$ cat src/rtl/rom_program_loader.sv
// Boot loader: parses a framed byte stream (SYNC, LEN_HI, LEN_LO, payload[, CHK]) into the ROM
// write port and holds the core in reset until a complete image is stored. Optional macro: LOADER_CHECKSUM_EN.
module rom_program_loader #(
    parameter int          ADDR_WIDTH = 12,
    parameter int          DATA_WIDTH = 8,
    parameter logic [7:0]  SYNC_BYTE  = 8'hA5
) (
    input  logic                  clk,
    input  logic                  reset,
    input  logic [DATA_WIDTH-1:0] in_data,
    input  logic                  in_valid,
    output logic                  in_ready,
    input  logic                  restart,
    output logic                  rom_we,
    output logic [ADDR_WIDTH-1:0] rom_addr,
    output logic [DATA_WIDTH-1:0] rom_wdata,
    output logic                  core_hold,
    output logic                  load_done,
    output logic                  load_error
);

    typedef enum logic [2:0] {
        S_SYNC   = 3'd0,
        S_LEN_HI = 3'd1,
        S_LEN_LO = 3'd2,
        S_DATA   = 3'd3,
`ifdef LOADER_CHECKSUM_EN
        S_CHK    = 3'd4,
`endif
        S_DONE   = 3'd5,
        S_ERROR  = 3'd6
    } state_t;

    state_t                  state_q, state_d;
    logic [11:0]             len_q, len_d;
    logic [ADDR_WIDTH-1:0]   count_q, count_d;
    logic                    in_ready_q, in_ready_d;
    logic                    rom_we_q, rom_we_d;
    logic [ADDR_WIDTH-1:0]   rom_addr_q, rom_addr_d;
    logic [DATA_WIDTH-1:0]   rom_wdata_q, rom_wdata_d;
    logic                    core_hold_q, core_hold_d;
    logic                    load_done_q, load_done_d;
    logic                    load_error_q, load_error_d;
    logic                    xfer_s;
    logic [11:0]             len_full_s;

`ifdef LOADER_CHECKSUM_EN
    logic [7:0]              sum_q, sum_d;

    // A frame is good when the payload sum plus the check byte wraps to zero.
    function automatic logic checksum_ok(input logic [7:0] sum, input logic [7:0] chk);
        logic [7:0] total;
        total = sum + chk;
        return (total == 8'h00);
    endfunction
`endif

    assign xfer_s     = in_valid && in_ready_q;
    assign len_full_s = {len_q[11:8], in_data};

    // Next-state, counter and write-port computation.
    always_comb begin
        state_d     = state_q;
        len_d       = len_q;
        count_d     = count_q;
        rom_we_d    = 1'b0;
        rom_addr_d  = rom_addr_q;
        rom_wdata_d = rom_wdata_q;
`ifdef LOADER_CHECKSUM_EN
        sum_d       = sum_q;
`endif
        case (state_q)
            S_SYNC: begin
                if (xfer_s && (in_data == SYNC_BYTE)) begin
                    state_d = S_LEN_HI;
                    len_d   = 12'd0;
                    count_d = '0;
`ifdef LOADER_CHECKSUM_EN
                    sum_d   = 8'h00;
`endif
                end else begin
                    state_d = S_SYNC;
                end
            end
            S_LEN_HI: begin
                if (xfer_s) begin
                    if (in_data[7:4] != 4'h0) begin
                        state_d = S_ERROR;
                    end else begin
                        len_d   = {in_data[3:0], 8'h00};
                        state_d = S_LEN_LO;
                    end
                end else begin
                    state_d = S_LEN_HI;
                end
            end
            S_LEN_LO: begin
                if (xfer_s) begin
                    len_d = len_full_s;
                    if (len_full_s == 12'd0) begin
`ifdef LOADER_CHECKSUM_EN
                        state_d = S_CHK;
`else
                        state_d = S_DONE;
`endif
                    end else begin
                        state_d = S_DATA;
                    end
                end else begin
                    state_d = S_LEN_LO;
                end
            end
            S_DATA: begin
                if (xfer_s) begin
                    rom_we_d    = 1'b1;
                    rom_addr_d  = count_q;
                    rom_wdata_d = in_data;
                    count_d     = count_q + {{(ADDR_WIDTH-1){1'b0}}, 1'b1};
`ifdef LOADER_CHECKSUM_EN
                    sum_d       = sum_q + in_data;
`endif
                    // len_q is nonzero here, so len_q-1 is the last address.
                    if (count_q == ADDR_WIDTH'(len_q - 12'd1)) begin
`ifdef LOADER_CHECKSUM_EN
                        state_d = S_CHK;
`else
                        state_d = S_DONE;
`endif
                    end else begin
                        state_d = S_DATA;
                    end
                end else begin
                    state_d = S_DATA;
                end
            end
`ifdef LOADER_CHECKSUM_EN
            S_CHK: begin
                if (xfer_s) begin
                    state_d = checksum_ok(sum_q, in_data) ? S_DONE : S_ERROR;
                end else begin
                    state_d = S_CHK;
                end
            end
`endif
            S_DONE, S_ERROR: begin
                if (restart) begin
                    state_d = S_SYNC;
                    len_d   = 12'd0;
                    count_d = '0;
`ifdef LOADER_CHECKSUM_EN
                    sum_d   = 8'h00;
`endif
                end else begin
                    state_d = state_q;
                end
            end
            default: begin
                state_d = S_SYNC;
            end
        endcase

        in_ready_d   = (state_d != S_DONE) && (state_d != S_ERROR);
        load_done_d  = (state_d == S_DONE);
        load_error_d = (state_d == S_ERROR);
        // The core is released only once DONE has been held for a full cycle.
        core_hold_d  = !((state_q == S_DONE) && (state_d == S_DONE));
    end

    // State, counters and registered outputs.
    always_ff @(posedge clk or negedge reset) begin
        if (!reset) begin
            state_q      <= S_SYNC;
            len_q        <= 12'd0;
            count_q      <= '0;
            in_ready_q   <= 1'b0;
            rom_we_q     <= 1'b0;
            rom_addr_q   <= '0;
            rom_wdata_q  <= '0;
            core_hold_q  <= 1'b1;
            load_done_q  <= 1'b0;
            load_error_q <= 1'b0;
`ifdef LOADER_CHECKSUM_EN
            sum_q        <= 8'h00;
`endif
        end else begin
            state_q      <= state_d;
            len_q        <= len_d;
            count_q      <= count_d;
            in_ready_q   <= in_ready_d;
            rom_we_q     <= rom_we_d;
            rom_addr_q   <= rom_addr_d;
            rom_wdata_q  <= rom_wdata_d;
            core_hold_q  <= core_hold_d;
            load_done_q  <= load_done_d;
            load_error_q <= load_error_d;
`ifdef LOADER_CHECKSUM_EN
            sum_q        <= sum_d;
`endif
        end
    end

    assign in_ready   = in_ready_q;
    assign rom_we     = rom_we_q;
    assign rom_addr   = rom_addr_q;
    assign rom_wdata  = rom_wdata_q;
    assign core_hold  = core_hold_q;
    assign load_done  = load_done_q;
    assign load_error = load_error_q;

endmodule

$ cat config.mk
export PLATFORM = sky130hd
export DESIGN_NAME = rom_program_loader
export DESIGN_NICKNAME = d
export VERILOG_FILES = /design/src/rtl/rom_program_loader.sv
export SDC_FILE = /design/constraint.sdc
export NUM_CORES = 1
export LEC_CHECK = 0
export ABC_CLOCK_PERIOD_IN_PS = 7250
export CAP_MARGIN = 20
export CORE_MARGIN = 2
export CORE_UTILIZATION = 50
export DETAILED_ROUTE_END_ITERATION = 16
export PLACE_DENSITY = 0.74
export SYNTH_ARGS = -nofsm -noshare
export SYNTH_HDL_FRONTEND = slang
export SYNTH_SLANG_ARGS = --single-unit
export TNS_END_PERCENT = 10
$ cat constraint.sdc
create_clock -name clk -period 7.25 [get_ports clk]
set_clock_uncertainty 0.2 [all_clocks]
set_input_delay 1.45 -clock clk [delete_from_list [all_inputs] [get_ports clk]]
set_output_delay 1.45 -clock clk [all_outputs]
set_load 0.05 [all_outputs]
; ---- Yosys cells after proc, flatten, opt, wreduce, memory -nomap -nowiden
; Index checks and enable logic that the tools add are counted.
[op_classes]
n_reduce_logical = 16
muxes = 19
n_bitwise = 1
n_addsub = 2
n_eq_ne = 17
[op_table]
columns = cell, count
row1 = 2-to-1 mux 12 bit, 5
row2 = case mux 12 bit (4 select lines), 1
row3 = case mux 12 bit (3 select lines), 1
row4 = 2-to-1 mux 3 bit, 7
row5 = case mux 3 bit (5 select lines), 1
row6 = adder 12 x 1 -> 12 bit (second input constant), 1
row7 = == test 12 bit, 1
row8 = == test 3 bit (second input constant), 4
row9 = logical NOT 12 bit, 1
row10 = != test 2 bit (second input constant), 6
row11 = AND reduction 6 bit, 2
row12 = subtractor 12 x 1 -> 12 bit (second input constant), 1
row13 = == test 8 bit (second input constant), 1
row14 = 2-to-1 mux 8 bit, 1
row15 = nonzero test 4 bit, 2
row16 = == test 3 x 2 -> 1 bit (second input constant), 2
row17 = != test 3 bit (second input constant), 2
row18 = nonzero test 3 bit, 2
row19 = logical AND 1 bit, 4
row20 = AND reduction 4 bit, 1
row21 = == test 3 x 1 -> 1 bit (second input constant), 1
row22 = logical NOT 3 bit, 1
row23 = 2-to-1 mux 1 bit, 3
row24 = AND reduction 2 bit, 1
row25 = 3 further kinds, 3
[word_totals]
input_bits = 12
ff_bits = 52

; ---- Logic depth before layout (Yosys ltp)
; Gate-level depths: netlist (run 1).
[depth]
word_depth = 8
depth_mapped = 7

; ---- Least setup slack after synthesis (run 1)
; Ideal clock, no wire load.
[synth_timing]
path_type = input to register
from = input in_data[7]
to = register len_q[0]
setup_slack_ns = 4.224
n_path_buf = 0
arrival_ns = 2.672
setup_time_ns = 0.153
cell_stages = 5
cell_sequence = nor4_1 -> a21oi_1 -> a221oi_1 -> o21ai_1 -> mux2i_1
[synth_between]
elab_chain_cells = 4
word_cells_on_any_way = 6
[synth_lines]
columns = item, line
row1 = "start, declared", 10  ; input logic [DATA_WIDTH-1:0] in_data,
row2 = == test 8 bit, 74  ; if (xfer_s && (in_data == SYNC_BYTE)) begin
row3 = logical AND 1 bit, 74
row4 = != test 2 bit (no line), --
row5 = AND reduction 6 bit (no line) (*), --
row6 = "end signal, assigned", 187  ; len_q <= len_d;
row7 = "end, declared", 35  ; logic [11:0] len_q, len_d;
; Every way passes the cells marked *; elsewhere a longest branch is shown, timed or not.
; A chain may end at the register's enable or synchronous reset.

; ---- Final worst setup path (run 1)
[layout_timing]
from = input in_data[7]
to = register len_q[9]
; Same word-level chain as after synthesis.

==> flow_metrics.env, run 1 <==
export IMPL_outcome="complete, no violations"
export IMPL_yosys_register_bits=52
export IMPL_maxCapViolations=0
export IMPL_clk_pin_slew_ps=90
export IMPL_core_mm2=0.005439
export IMPL_crit_arrival_ps=3540
export IMPL_power_density_mw_per_mm2=354.6
export IMPL_worstPathMaxFanout=4
export IMPL_setup_viol=0
export IMPL_yosys_area_top_type="dfrtp_1"
export IMPL_reg2reg_slack_ps=4540
export IMPL_timing_final_crit_share_pct=48.15
export IMPL_hold_class="reg2reg"
export IMPL_total_power_mw=1.163
export IMPL_cts_sinks=52
export IMPL_fmax_mhz=286.5
export IMPL_required_ps=7300
export IMPL_h_tree_depth=2
export IMPL_ys_warn_count=0
export IMPL_root_buffer="clkbuf_8"
export IMPL_synth_cells=274
export IMPL_grt_pass1_wl_um=10320
export IMPL_critPathKind="in2reg"
export IMPL_nets=319
export IMPL_vdd_drop_max_mv=0.2222
export IMPL_synth_edf_count=0
export IMPL_grt_pass1_vias=2064
export IMPL_rsz0062_at_grt="no"
export IMPL_cts_made_buffers=5
export IMPL_ys_seq_area_share_pct=46.89
export IMPL_yosysTopAreaCellShare_pct=45.95
export IMPL_syn_nets=288
export IMPL_routedWlPerCell_um=15.99
export IMPL_grt_overflow_total=0
export IMPL_cellLeakagePower_nw=1.394
export IMPL_ios=37
export IMPL_r2r_end="rom_wdata[2]"
export IMPL_synth_most_common_cell="dfrtp_1"
export IMPL_worst_skew_pair_late_latency_ps=310
export IMPL_die_area_mm2=0.006168
export IMPL_vias=2212
export IMPL_slew_headroom_pct=34.08
export IMPL_gp_congestion=0.8463
export IMPL_die_x_um=78.54
export IMPL_synthFlopType="dfrtp_1"
export IMPL_hp_start="rom_addr[5]"
export IMPL_initial_core_util_pct=51.07
export IMPL_syn_area_mm2=0.002778
export IMPL_tritoncts="built"
export IMPL_avgSynthCellArea_um2=10.14
export IMPL_drv_slew=0
export IMPL_reg2reg_from="state_q[2]"
export IMPL_cts_repair_resized=0
export IMPL_vias_per_cell=5.852
export IMPL_clk_path_buf_depth=2
export IMPL_critPathLaunchType="primary input"
export IMPL_drcViolationCount=0
export IMPL_finalHoldViolCount=0
export IMPL_async_reset_ff_share_pct=100.0
export IMPL_grt_max_degree=53
export IMPL_end_kind="flip-flop"
export IMPL_grtUsageTotal_pct=21.40
export IMPL_diodes=0
export IMPL_drt_total_wl_um=6044
export IMPL_syn2layout_area_growth_pct=18.06
export IMPL_whs_path_depth=1
export IMPL_fillCellCount=465
export IMPL_synth_common_cells="dfrtp_1, o21ai_0, mux2_2"
export IMPL_worst_pin_slew_ps=988.8
export IMPL_min_period_ps=3491
export IMPL_r2r_cells=4
export IMPL_cts_hold_buffers=0
export IMPL_port_buffers=36
export IMPL_antenna_found_initial=0
export IMPL_post_cts_buffers=0
export IMPL_finalSetupTns_ps=0
export IMPL_firstDrtPassIters=4
export IMPL_drive_gt1_share_pct=13.73
export IMPL_dp_hpwl_um=4366
export IMPL_ant_nets=0
export IMPL_synth_cell_types=52
export IMPL_drt_iter0_markers=164
export IMPL_rows=27
export IMPL_dieHeight_um=78.54
export IMPL_synthTopCellsByArea="dfrtp_1, mux2_2, o21ai_0"
export IMPL_min_to="rom_addr[5]"
## worst max path at each step
stage,start,endpoint,slack [ps],depth (start not counted)
2_1_floorplan,in_data[7],len_q[0],4220,5
3_3_place_gp,in_data[0],len_q[8],3490,6
3_5_place_dp,in_data[7],len_q[3],3490,6
4_1_cts,in_data[7],len_q[9],3790,6
5_1_grt,in_data[4],len_q[11],3570,6
6_report,in_data[7],len_q[9],3760,6
## power breakdown
group          switching (mW)  leakage [nW]  internal [mW]
Combinational           0.333         0.650          0.235
Sequential             0.0724         0.693          0.348
Clock                  0.0964        0.0516         0.0782
## worst max-delay path, cell delays in order
cell             delay [ps]
clkdlybuf4s50_1         480
nor4_1                  530
a21oi_1                 170
a211oi_1                260
nor3b_1                 450
a22o_1                  200
## final cells by class
cell class	count	area (um^2)	area share, %
Clock buffer	6	82.58	2.518
Clock inverter	2	13.76	0.4197
Inverter	10	37.54	1.145
Multi-Input combinational cell	198	1383	42.16
Sequential cell	52	1303	39.72
Tap cell	72	90.09	2.747
Timing Repair Buffer	38	370.4	11.29
## metal layers
metal  track usage (%)  part of all wire [%]  vias up
li1                  -                     -     1063
met5                 0                     0        -
met2             33.08                    48       65
met3             3.678                   4.9        5
met1             31.09                    46     1079
met4             6.140                  0.99        0
## through the flow
step	hold slack [ps]	setup slack, ps	utilization, %	std cells	instance area [um^2]
final	312.3	3759	60.29	378	3279
after global routing	329.1	3568	60.29	378	3279
after CTS	317.3	3793	60.29	378	3279
after detailed placement	294.3	3495	58.52	370	3183
after global placement	288.4	3492	58.52	370	3183
after floorplan	287.1	4224	-	274	2778
## state kept, by name, indices dropped and copies added (netlist names)
signal and flops:
count_q 12, len_q 12, rom_addr 12, rom_wdata 8, state_q 3, core_hold 1, in_ready 1, load_done 1
load_error 1, rom_we 1
## placed cells by master, fill, tap and decap left out, types with 6 or more instances in the layout
master           Yosys  routed
a22o_1               6       6
nor3_1               8       8
o21ai_0             24      24
xnor2_1             11      11
nand4_1              9       9
a31oi_1              8       8
nor2_1              17      16
clkbuf_8             0       6
inv_1               10      10
mux2i_1              8       8
clkdlybuf4s50_1      0      35
mux2_2              21      21
dfrtp_1             51      51
nand2_1             20      20
## logic make-up (layout without fill, tap and decap cells)
kind of cell / after synthesis / in the layout / share of synthesized area [%]
AO/OA/AOI/OAI: 64 / 64 / 15.00
XOR/XNOR: 14 / 14 / 4.415
adder cells (fa/ha/maj): 2 / 2 / 0.9008
buffers and inverters: 24 / 56 / 3.423
flip-flops: 52 / 52 / 46.89
multiplexers: 29 / 29 / 11.40
AND/OR/NAND/NOR: 89 / 89 / 17.97
No activity file was read; power rests on OpenSTA's default activity.
==> inputs of run 2 (changes only) <==
Settings changed: ABC_CLOCK_PERIOD_IN_PS 7250 to 3100, PLACE_DENSITY 0.74 to 0.76.
Clock period 7.25 ns to 3.1 ns, I/O delays scaled along.
==> flow_metrics.env, run 2 (synthesis gave the netlist of run 1 again) <==
export IMPL_reg2reg_slack_ps=470
export IMPL_grt_overflow_total=0
export IMPL_vias=2221
export IMPL_h_tree_depth=2
export IMPL_drt_total_wl_um=6217
export IMPL_drt_iter0_markers=112
export IMPL_worstPathMaxFanout=4
export IMPL_post_cts_buffers=0
export IMPL_core_mm2=0.005439
export IMPL_required_ps=3130
export IMPL_critPathLaunchType="primary input"
export IMPL_layout_commonest_cell="dfrtp_1"
export IMPL_dieHeight_um=78.54
export IMPL_startpoint="in_data[7]"
export IMPL_root_buffer="clkbuf_8"
export IMPL_nets=324
export IMPL_crit_arrival_ps=2720
export IMPL_critPathKind="in2reg"
export IMPL_power_density_mw_per_mm2=820.4
export IMPL_gp_congestion=0.8211
export IMPL_hold_class="in2async"
export IMPL_cts_hold_buffers=0
export IMPL_cellLeakagePower_nw=1.412
export IMPL_cts_sinks=52
export IMPL_fin_ws_ps=410.9
export IMPL_ant_nets=0
export IMPL_worst_skew_pair_late_latency_ps=300
export IMPL_ios=37
export IMPL_grtUsageTotal_pct=21.55
export IMPL_rsz0062_at_grt="no"
export IMPL_finalSetupTns_ps=0
export IMPL_finalHoldViolCount=0
export IMPL_min_period_ps=2689
export IMPL_die_area_mm2=0.006168
export IMPL_diodes=0
export IMPL_slew_headroom_pct=39.12
export IMPL_end_kind="flip-flop"
export IMPL_final_cell_mix="dfrtp_1, clkdlybuf4s50_1, o21ai_0, mux2_2, nand2_1"
export IMPL_maxCapViolations=0
export IMPL_crit_end="len_q[8]"
export IMPL_port_buffers=36
export IMPL_syn2layout_area_growth_pct=19.19
export IMPL_outcome="complete, no violations"
export IMPL_rows=27
export IMPL_dp_hpwl_um=4623
export IMPL_grt_max_degree=53
export IMPL_clk_pin_slew_ps=90
export IMPL_vdd_drop_max_mv=0.6189
export IMPL_drive_gt1_share_pct=15.11
export IMPL_routedWlPerCell_um=16.23
export IMPL_drv_slew=0
export IMPL_pre_cts_ws_ps=178.1
export IMPL_reg2reg_from="len_q[0]"
export IMPL_initial_core_util_pct=51.07
export IMPL_cts_made_buffers=5
export IMPL_grt_pass1_vias=2147
export IMPL_drcViolationCount=0
export IMPL_worst_pin_slew_ps=907.1
export IMPL_die_x_um=78.54
export IMPL_firstDrtPassIters=5
export IMPL_setup_viol=0
export IMPL_clk_path_buf_depth=2
export IMPL_antenna_found_initial=0
export IMPL_r2r_end="in_ready"
export IMPL_r2r_cells=7
export IMPL_grt_pass1_wl_um=10420
export IMPL_cts_repair_resized=0
export IMPL_fmax_mhz=371.9
export IMPL_vias_per_cell=5.799
export IMPL_timing_final_crit_share_pct=86.75
export IMPL_tritoncts="built"
==> run 2: cell count changes in the layout (fill, tap and decap cells not counted) <==
cell	delta
buf_4	+5
clkbuf_8	-1
clkinvlp_4	+1
==> run 2: metrics by stage <==
stage | hold WS, ps | instance area [um^2] | power, mW | utilization [%] | instances
after floorplan | 124.4 | 2778 | 1.962 | - | 274
after global placement | 288.7 | 3221 | 2.308 | 59.21 | 375
after detailed placement | 294.9 | 3221 | 2.338 | 59.21 | 375
after CTS | 240.2 | 3311 | 2.729 | 60.87 | 383
after global routing | 280.1 | 3311 | 2.881 | 60.87 | 383
final | 208.7 | 3311 | 2.716 | 60.87 | 383
==> run 2: power breakdown <==
| group | switching (mW) | internal (mW) |
|---|---|---|
| registers | 0.167 | 0.814 |
| logic | 0.798 | 0.555 |
| clock network | 0.221 | 0.160 |
==> run 2: worst max-delay path, stage by stage <==
cell,delay (ps)
clkdlybuf4s50_1,480
nor4_1,480
a21oi_1,170
a211oi_1,280
nor3b_1,460
a22o_1,220
==> run 2: metal layers <==
metal	vias to the layer above	wire length [um]	global-route usage [%]
met2	65	3062	36.07
met3	8	236	3.793
li1	1074	-	-
met1	1074	2838	28.96
met5	-	0	0
met4	0	80	5.789
==> run 2: worst min-delay path by stage <==
stage	end	from	slack, ps	cells after the start
floorplan	count_q[0]	reset	120	0
global placement	rom_addr[11]	rom_addr[11]	290	1
detailed placement	rom_addr[6]	rom_addr[6]	290	1
CTS	count_q[6]	reset	240	2
global route	rom_wdata[6]	reset	280	2
finish	rom_wdata[6]	reset	210	2
==> run 2: final cells by class <==
cell class	instances	area [um^2]
fill	446	2128
multi-input combinational	198	1383
sequential	52	1303
timing repair buffer	43	407.9
tap	72	90.09
clock buffer	5	68.82
inverter	10	37.54
clock inverter	3	21.27
==> inputs of run 3 (changes only) <==
Settings changed: CTS_CLUSTER_SIZE from default to 24.
==> results of run 3 <==
No change in the layout: final DEF, timing and power equal those of run 2.
